`config.mk`:
```
export PLATFORM = sky130hd
export DESIGN_NAME = vga_rect_draw_engine
export DESIGN_NICKNAME = d
export VERILOG_FILES = /design/src/rtl/vga_rect_draw_engine.sv
export SDC_FILE = /design/constraint.sdc
export NUM_CORES = 1
export LEC_CHECK = 0
export ABC_AREA = 1
export BUFFER_PORTS_ARGS = -buffer_cell sky130_fd_sc_hd__buf_2
export CAP_MARGIN = 20
export CORE_ASPECT_RATIO = 1.2
export CORE_MARGIN = 2
export CORE_UTILIZATION = 54
export CTS_CLUSTER_DIAMETER = 150
export DETAILED_ROUTE_END_ITERATION = 8
export GPL_TIMING_DRIVEN = 0
export PLACE_DENSITY = 0.85
export SYNTH_ARGS = -nofsm -noshare
export SYNTH_HDL_FRONTEND = slang
export SYNTH_SLANG_ARGS = --single-unit
```
`constraint.sdc`:
```
create_clock -name Slow_Clock -period 1.9 [get_ports Slow_Clock]
set_input_delay 0.095 -clock Slow_Clock [delete_from_list [all_inputs] [get_ports Slow_Clock]]
set_output_delay 0.095 -clock Slow_Clock [all_outputs]
set_load 0.02 [all_outputs]
```
`src/rtl/vga_rect_draw_engine.sv`:
```
// Rectangle fill engine: clips a command to the frame and streams pixel writes in raster order.
// Latency: first pixel one edge after accept, one pixel per unstalled edge, Done one edge after the last pixel.
// Backpressure: Draw_Stall freezes the sweep; Cmd_Ready is low from accept until one cycle after Done.
// Optional outline-only mode is compiled in with VGA_RECT_OUTLINE_EN.
module vga_rect_draw_engine #(
  parameter int FB_WIDTH   = 160,
  parameter int FB_HEIGHT  = 120,
  parameter int COLOR_BITS = 9
) (
  input  logic                  Slow_Clock,
  input  logic                  Reset_N,
  input  logic                  Cmd_Valid,
  output logic                  Cmd_Ready,
  input  logic [7:0]            Cmd_X,
  input  logic [6:0]            Cmd_Y,
  input  logic [7:0]            Cmd_W,
  input  logic [6:0]            Cmd_H,
  input  logic [COLOR_BITS-1:0] Cmd_Color,
  input  logic                  Cmd_Outline,
  input  logic                  Draw_Stall,
  output logic                  Enable_Draw,
  output logic [31:0]           Draw_X,
  output logic [31:0]           Draw_Y,
  output logic [31:0]           Draw_Color,
  output logic                  Busy,
  output logic                  Done
);

  localparam logic [1:0] IDLE = 2'd0;
  localparam logic [1:0] DRAW = 2'd1;
  localparam logic [1:0] DONE = 2'd2;

  localparam logic [8:0] X_LIM  = 9'(FB_WIDTH);
  localparam logic [8:0] Y_LIM  = 9'(FB_HEIGHT);
  localparam logic [8:0] X_LAST = 9'(FB_WIDTH - 1);
  localparam logic [8:0] Y_LAST = 9'(FB_HEIGHT - 1);

  logic [1:0]            state;
  logic [7:0]            xs_q, xe_q, cur_x;
  logic [6:0]            ye_q, cur_y;
  logic [COLOR_BITS-1:0] color_q;
  logic [7:0]            px_x_q;
  logic [6:0]            px_y_q;
  logic [COLOR_BITS-1:0] px_c_q;

`ifdef VGA_RECT_OUTLINE_EN
  logic                  outline_q;
  logic [6:0]            ys_q;
`else
  logic                  unused_outline;
  assign unused_outline = Cmd_Outline;
`endif

  logic [8:0] x_end_raw, y_end_raw;
  logic [7:0] x_end_clip;
  logic [6:0] y_end_clip;
  logic       cmd_empty;
  logic       row_end, last_pix, skip_in;
  logic [7:0] x_adv;

  // Clip the incoming command to the frame and flag rectangles with no visible pixels
  always_comb begin
    x_end_raw  = {1'b0, Cmd_X} + {1'b0, Cmd_W} - 9'd1;
    y_end_raw  = {2'b0, Cmd_Y} + {2'b0, Cmd_H} - 9'd1;
    x_end_clip = (x_end_raw > X_LAST) ? X_LAST[7:0] : x_end_raw[7:0];
    y_end_clip = (y_end_raw > Y_LAST) ? Y_LAST[6:0] : y_end_raw[6:0];
    cmd_empty  = (Cmd_W == 8'd0) || (Cmd_H == 7'd0) ||
                 ({1'b0, Cmd_X} >= X_LIM) || ({2'b0, Cmd_Y} >= Y_LIM);
  end

  // Sweep stepping: end-of-row / end-of-rectangle detection and the next column
  always_comb begin
    row_end  = (cur_x == xe_q);
    last_pix = row_end && (cur_y == ye_q);
`ifdef VGA_RECT_OUTLINE_EN
    // Interior rows of an outline only touch the two side columns
    skip_in  = outline_q && (cur_x == xs_q) && (cur_y != ys_q) && (cur_y != ye_q);
`else
    skip_in  = 1'b0;
`endif
    x_adv    = skip_in ? xe_q : cur_x + 8'd1;
  end

  // Command accept, raster sweep and completion handshake; Done is held in the first IDLE cycle
  always_ff @(posedge Slow_Clock or negedge Reset_N) begin
    if (!Reset_N) begin
      state       <= IDLE;
      Cmd_Ready   <= 1'b1;
      Busy        <= 1'b0;
      Done        <= 1'b0;
      Enable_Draw <= 1'b0;
      xs_q        <= '0;
      xe_q        <= '0;
      ye_q        <= '0;
      cur_x       <= '0;
      cur_y       <= '0;
      color_q     <= '0;
      px_x_q      <= '0;
      px_y_q      <= '0;
      px_c_q      <= '0;
`ifdef VGA_RECT_OUTLINE_EN
      outline_q   <= 1'b0;
      ys_q        <= '0;
`endif
    end else begin
      Enable_Draw <= 1'b0;
      case (state)
        IDLE: begin
          if (Done) begin
            Done      <= 1'b0;
            Busy      <= 1'b0;
            Cmd_Ready <= 1'b1;
          end else if (Cmd_Valid && Cmd_Ready) begin
            Cmd_Ready <= 1'b0;
            Busy      <= 1'b1;
            xs_q      <= Cmd_X;
            xe_q      <= x_end_clip;
            ye_q      <= y_end_clip;
            cur_x     <= Cmd_X;
            cur_y     <= Cmd_Y;
            color_q   <= Cmd_Color;
`ifdef VGA_RECT_OUTLINE_EN
            outline_q <= Cmd_Outline;
            ys_q      <= Cmd_Y;
`endif
            state     <= cmd_empty ? DONE : DRAW;
          end
        end
        DRAW: begin
          if (!Draw_Stall) begin
            Enable_Draw <= 1'b1;
            px_x_q      <= cur_x;
            px_y_q      <= cur_y;
            px_c_q      <= color_q;
            if (last_pix) begin
              state <= DONE;
            end else if (row_end) begin
              cur_x <= xs_q;
              cur_y <= cur_y + 7'd1;
            end else begin
              cur_x <= x_adv;
            end
          end
        end
        DONE: begin
          Done  <= 1'b1;
          state <= IDLE;
        end
        default: state <= IDLE;
      endcase
    end
  end

  assign Draw_X     = {24'd0, px_x_q};
  assign Draw_Y     = {25'd0, px_y_q};
  assign Draw_Color = {{(32 - COLOR_BITS){1'b0}}, px_c_q};

endmodule

```
==> out/qor.csv, run 1 <==
metric,value,unit
status,"complete, no violations",
Worst-path clk slew,0.06,ns
Num CTS Buffers,9,
Tcrit/Tclk final,0.949,
vias per cell,4.73,
deepest clock path buffer count,2,
Hold Crit Class,input pin to register,
Fin Setup TNS,0,ns
CTS sink count,77,
Non-Filler Instances,1115,
routed wire length,13.2,mm
Setup crit start kind,register,
number of port buffers,70,
Synth area leaders,"dfrtp_1 (34%), nand2_1 (18%), buf_4 (9.6%), inv_1 (9.4%), ha_1 (6.7%)",
post-synth top area share,0.339,
DRC viols,0,
WL/cell,11.8,um
Cell Pwr Density,1310,nW/um^2
DRT iter0 DRCs,397,
"Clk Latency, worst-skew pair",0.34,ns
#FFs+latches synth,77,
vias in the first global route,4742,
Max VDD drop,0.554,mV
Final Max Slew Viols,0,
# diodes,0,
nets@finish,1060,
die height,116,um
Critical Path Max Stage Delay,0.45,ns
share of cells above drive strength 1,0.211,
post-synth top area cell,dfrtp_1,
Synth Flop Type,dfrtp_1,
Layout Skew,0.00774,ns
Post-DRT Antenna Nets,0,
slowest CP cell,dfrtp_1,
initial antenna violation count,0,
CP Capture Type,register,
average size of a mapped cell,6.89,sq um
worst setup margin,0.0972,ns
RePlAce Congestion,0.856,
"Design Area, Final",6950,sq um
Layout area overhead,23.9,%
CP cell instances,inv_1 > nand2_1 > nand2_1 > nand2_1 > inv_1 > nand2_1 > nor2_2 > nand3_4 > nand2_8 > inv_4 > nand2_1 > nand2_1,
placed cell areas,6410,sq um
Final Hold Fails,0,
Crit path top cell by count,nand2_1,
Post-synth EDFFs,0,
synth warn,0,
crit path max fanout,9,
Max Cap Viol,0,
Die X,97.0,um
synth cell count leaders,"nand2_1 (269), inv_1 (141), dfrtp_1 (76)",
"Setup violations, final",0,
Static Leak,4.15,nW
I/O pins,144,
Cell variety after synth,33,
Core Area,10100,sq um
largest net degree at the start of global routing,49,
Post-DP HPWL,9.67,mm
most frequent cell after synthesis,nand2_1,
worst hold margin,0.00556,ns
Row Count,40,
grt ovf,0,
CP required,2.12,ns
via count,5270,
First-pass DRT Iterations,6,
Die ar.,11200,sq um
global-route wire length before repair,21.2,mm
H-tree Lvls,3,
worst setup path class,register to register,
asr flop ratio synth,1.00,
min Tclk post-route,1.80,ns
Starting Density,0.557,
Fmax,0.555,GHz
Inst Count DP,1082,
Root Buffer,clkbuf_16,
Post-Synthesis Cells,814,
Worst Path Arrival,2.03,ns
total track usage,0.231,
dpl ws,-0.416,ns
post-synthesis sequential area ratio,0.344,
CTS tree,built,
cell area after synthesis,5610,sq um
-- layer usage --
metal	global-route usage	share of wire	wire (um)	vias up
met5	0	0	0	-
met4	0.112	0.033	430	0
met3	0.0350	0.065	859	31
met2	0.401	0.49	6500	217
met1	0.286	0.41	5420	2334
li1	-	-	-	2688
-- timing repair --
item / CTS / global route
buffers inserted: 0 / 8
endpoints found under the setup margin: 16 / 38
endpoints found under the hold margin: 37 / 0
hold buffers: 9 / 0
resized for setup: 6 / 20
pin swaps: 0 / 5
-- registers in the layout, summed over array words and instances, names as in the netlist, 2 cells and up --
register and flops:
px_x_q 8, xe_q 8, cur_x 8, state 2, color_q 9, px_y_q 7, cur_y 7, ye_q 7
xs_q 8, px_c_q 9
-- worst paths after layout --
kind	from	end	slack, ns	cells past startpoint
setup reg to reg	cur_x[0]	cur_x[0]	0.1	12
hold / removal	Cmd_X[1]	xs_q[1]	0.006	3
min in group asynchronous	Reset_N	ye_q[1]	0.25	2
hold reg to reg	px_c_q[7]	px_c_q[7]	0.48	2
setup / recovery	cur_x[0]	cur_x[0]	0.1	12
max in group asynchronous	Reset_N	Cmd_Ready	1.04	3
-- kinds of logic after synthesis --
family	synth area share
AND/OR/NAND/NOR	0.292
buffers and inverters	0.209
flip-flops	0.344
AO/OA/AOI/OAI	0.0616
adder cells (fa/ha/maj)	0.0741
XOR/XNOR	0.0187
other	0.000669
-- stage by stage --
stage	power (W)	util
after global routing	0.00982	0.691
after floorplan	0.00592	-
after detailed placement	0.00697	0.637
final	0.00909	0.691
after global placement	0.00683	0.634
after CTS	0.00879	0.678
-- placed cells by master (no fill, tap or decap), types with 2 or more instances in the layout --
cell type	instances
nand2_1	265
inv_1	141
buf_4	81
dfrtp_1	75
buf_2	73
conb_1	72
nand3_1	47
o21ai_0	34
nor2_1	31
ha_1	29
o21ai_1	22
nand4_1	17
inv_2	9
a21oi_1	9
clkbuf_16	9
dlygate4sd3_1	9
clkbuf_1	7
xor2_1	7
xnor2_1	5
nor2_4	5
nand2_2	4
clkbuf_2	4
nand3_2	4
nand2_4	3
nand3b_1	3
nor2_2	2
buf_1	2
fa_2	2
clkbuf_8	2
-- layout make-up --
cell class	instances	area, sq um
Sequential cell	77	1930
Tap cell	126	158
Fill cell	856	3110
Clock buffer	13	260
Buffer	87	607
Multi-Input combinational cell	570	2850
Timing Repair Buffer	88	531
Clock inverter	3	43.8
Inverter	151	569
-- critical path, delay by kind of cell, from the launching register on --
kind,cells,cell delay [ns]
buf+inv,3,0.26
flops,1,0.45
simple gates,9,0.97
-- report_power, final --
part / total (W) / internal, W / leakage, nW / switching [W]
registers: 0.00290 / 0.00237 / 0.935 / 0.000531
logic: 0.00446 / 0.00158 / 3.06 / 0.00288
clock network: 0.00173 / 0.00109 / 0.150 / 0.000644
total: 0.00909 / 0.00504 / 4.15 / 0.00405
No activity file was read; power rests on OpenSTA's default activity.
==> run 2, diff against run 1 <==
--- a/config.mk
+++ b/config.mk
@@ -10,11 +10,11 @@
 export CAP_MARGIN = 20
 export CORE_ASPECT_RATIO = 1.2
 export CORE_MARGIN = 2
-export CORE_UTILIZATION = 54
+export CORE_UTILIZATION = 55
 export CTS_CLUSTER_DIAMETER = 150
 export DETAILED_ROUTE_END_ITERATION = 8
 export GPL_TIMING_DRIVEN = 0
-export PLACE_DENSITY = 0.85
+export PLACE_DENSITY = 0.86
 export SYNTH_ARGS = -nofsm -noshare
 export SYNTH_HDL_FRONTEND = slang
 export SYNTH_SLANG_ARGS = --single-unit
==> constraint.sdc (replaced) <==
create_clock -name Slow_Clock -period 2.25 [get_ports Slow_Clock]
set_input_delay 0.1125 -clock Slow_Clock [delete_from_list [all_inputs] [get_ports Slow_Clock]]
set_output_delay 0.1125 -clock Slow_Clock [all_outputs]
set_load 0.02 [all_outputs]
==> run 2 against run 1 <==
Effect of this change:
- critical path depth down 7
- routed wire length decreased by 1.9%
- sequential cell count unchanged
- critical path type unchanged
==> out/qor.csv, run 2 (same netlist as run 1, synthesis figures left out) <==
metric,value,unit,change
status,"complete, no violations",,
Worst Reg-to-Reg Cells,5,,-7
First-pass DRT Iterations,5,,-1
postcts setup bufs,0,,unchanged
Inst Count DP,1082,,unchanged
via count,5213,,-1.1%
crit path max fanout,10,,+1
routed wire length,13.0,mm,-1.9%
Max-slew headroom,0.586,,
initial antenna violation count,0,,unchanged
largest net degree at the start of global routing,61,,+24%
Crit path top cell by count,nor2_2,,
vias in the first global route,4833,,+1.9%
CTS tree,built,,
number of port buffers,70,,unchanged
die height,115,um,-0.88%
total track usage,0.248,,+0.0165
Cell Pwr Density,1100,nW/um^2,-16%
H-tree Lvls,3,,unchanged
RePlAce Congestion,0.872,,+1.8%
Tot Pwr,0.00747,W,-18%
Worst-path clk slew,0.06,ns,about the same
Starting Density,0.563,,+0.00560
post-CTS resize count,0,,-6
Row Count,40,,unchanged
Worst Path Arrival,2.20,ns,+0.17 ns
"Clk Latency, worst-skew pair",0.34,ns,about the same
Die X,96.2,um,-0.87%
Non-Filler Instances,1103,,-1.1%
vias per cell,4.73,,about the same
deepest clock path buffer count,2,,unchanged
"commonest non-fill, non-tap cell in the layout",nand2_1,,
DRC viols,0,,unchanged
Max VDD drop,0.572,mV,+3.2%
DRT iter0 DRCs,356,,-10%
Core Area,9960,sq um,-0.99%
Num CTS Buffers,9,,unchanged
Filler cells,883,,+3.2%
CP required,2.44,ns,+0.32 ns
multi-input logic area,2780,sq um,-2.7%
Tcrit/Tclk final,0.896,,-0.0527
Post-DP HPWL,9.87,mm,+2.0%
Setup crit start kind,register,,
Final Max Slew Viols,0,,unchanged
Fin Setup TNS,0,ns,unchanged
WL/cell,11.7,um,-0.83%
"Setup violations, final",0,,unchanged
Die ar.,11000,sq um,-1.7%
Hold Crit Class,input pin to register,,
Seq. cell area,1930,sq um,about the same
Max Cap Viol,0,,unchanged
share of cells above drive strength 1,0.189,,-0.0220
Top Registers,"color_q: 9 flops, px_c_q: 9 flops",,
Root Buffer,clkbuf_16,,
CP cell instances,nor2_2 > nand2_1 > nor2_2 > clkbuf_1 > o21ai_0,,
I/O pins,144,,unchanged
Layout area overhead,20.8,%,
Final Hold Fails,0,,unchanged
Fmax,0.496,GHz,-11%
nets@finish,1048,,-1.1%
min Tclk post-route,2.02,ns,+0.214 ns
# diodes,0,,unchanged
RSZ-0062 raised after global routing,false,,
worst-margin pin slew,0.621,ns,
global-route wire length before repair,21.3,mm,+0.49%
CP Capture Type,register,,
grt ovf,0,,unchanged
Layout Skew,0.00717,ns,-0.000568 ns
most frequent cells in the layout,"nand2_1 (269), inv_1 (141), dfrtp_1 (76), buf_2 (73), buf_4 (73)",,
CTS Hold Bufs,5,,-4
CTS sink count,77,,unchanged
Static Leak,4.07,nW,-1.9%
Critical Path Max Stage Delay,0.53,ns,+0.08 ns
slowest CP cell,clkbuf_1,,
worst setup path class,register to register,,
Worst Hold Depth,3,,unchanged
Post-DRT Antenna Nets,0,,unchanged
-- run 2: metal layers --
layer | global-route usage | wire length [um]
met2 | 0.439 | 6570
met1 | 0.293 | 5200
met3 | 0.0448 | 876
met5 | 0 | 0
met4 | 0.0962 | 313
-- run 2: report_power, final --
part | internal [W] | switching (W) | total, W
clock network | 0.000919 | 0.000569 | 0.00149
registers | 0.00200 | 0.000437 | 0.00244
logic | 0.00120 | 0.00235 | 0.00355
-- run 2: worst paths after layout --
check | start | endpoint | slack, ns
setup / recovery | state[0] | color_q[4] | 0.23
hold reg to reg | Cmd_Ready | Cmd_Ready | 0.48
max in group asynchronous | Reset_N | color_q[8] | 1.49
setup reg to reg | state[0] | color_q[4] | 0.23
hold / removal | Cmd_Color[0] | color_q[0] | 0.01
min in group asynchronous | Reset_N | Done | 0.20
-- run 2: through the flow --
stage                     utilization  worst slack (ns)  instance area [sq um]  hold WS, ns
after floorplan                     -             0.338                   5870       -0.183
after global placement          0.641          -0.00972                   6380        0.320
after detailed placement        0.644           -0.0811                   6410       0.0123
after CTS                       0.680             0.236                   6770      0.00119
after global routing            0.680            0.0592                   6770       0.0158
final                           0.680             0.234                   6770       0.0103
-- run 2: layout make-up --
type | count | area share
repair buffers | 76 | 0.0635
clock inverters | 5 | 0.00868
inverters | 151 | 0.0840
well taps | 126 | 0.0233
flip-flops and latches | 77 | 0.285
multi-input cells | 570 | 0.410
clock buffers | 11 | 0.0373
plain buffers | 87 | 0.0888
-- run 2: worst max-delay path, delay by kind of cell (launching register included) --
family                 cells  cell delay, ns
AOI/OAI and AO/OA          1            0.20
and+or+nand+nor            3            0.65
buffers and inverters      1            0.53
DFF                        1            0.47
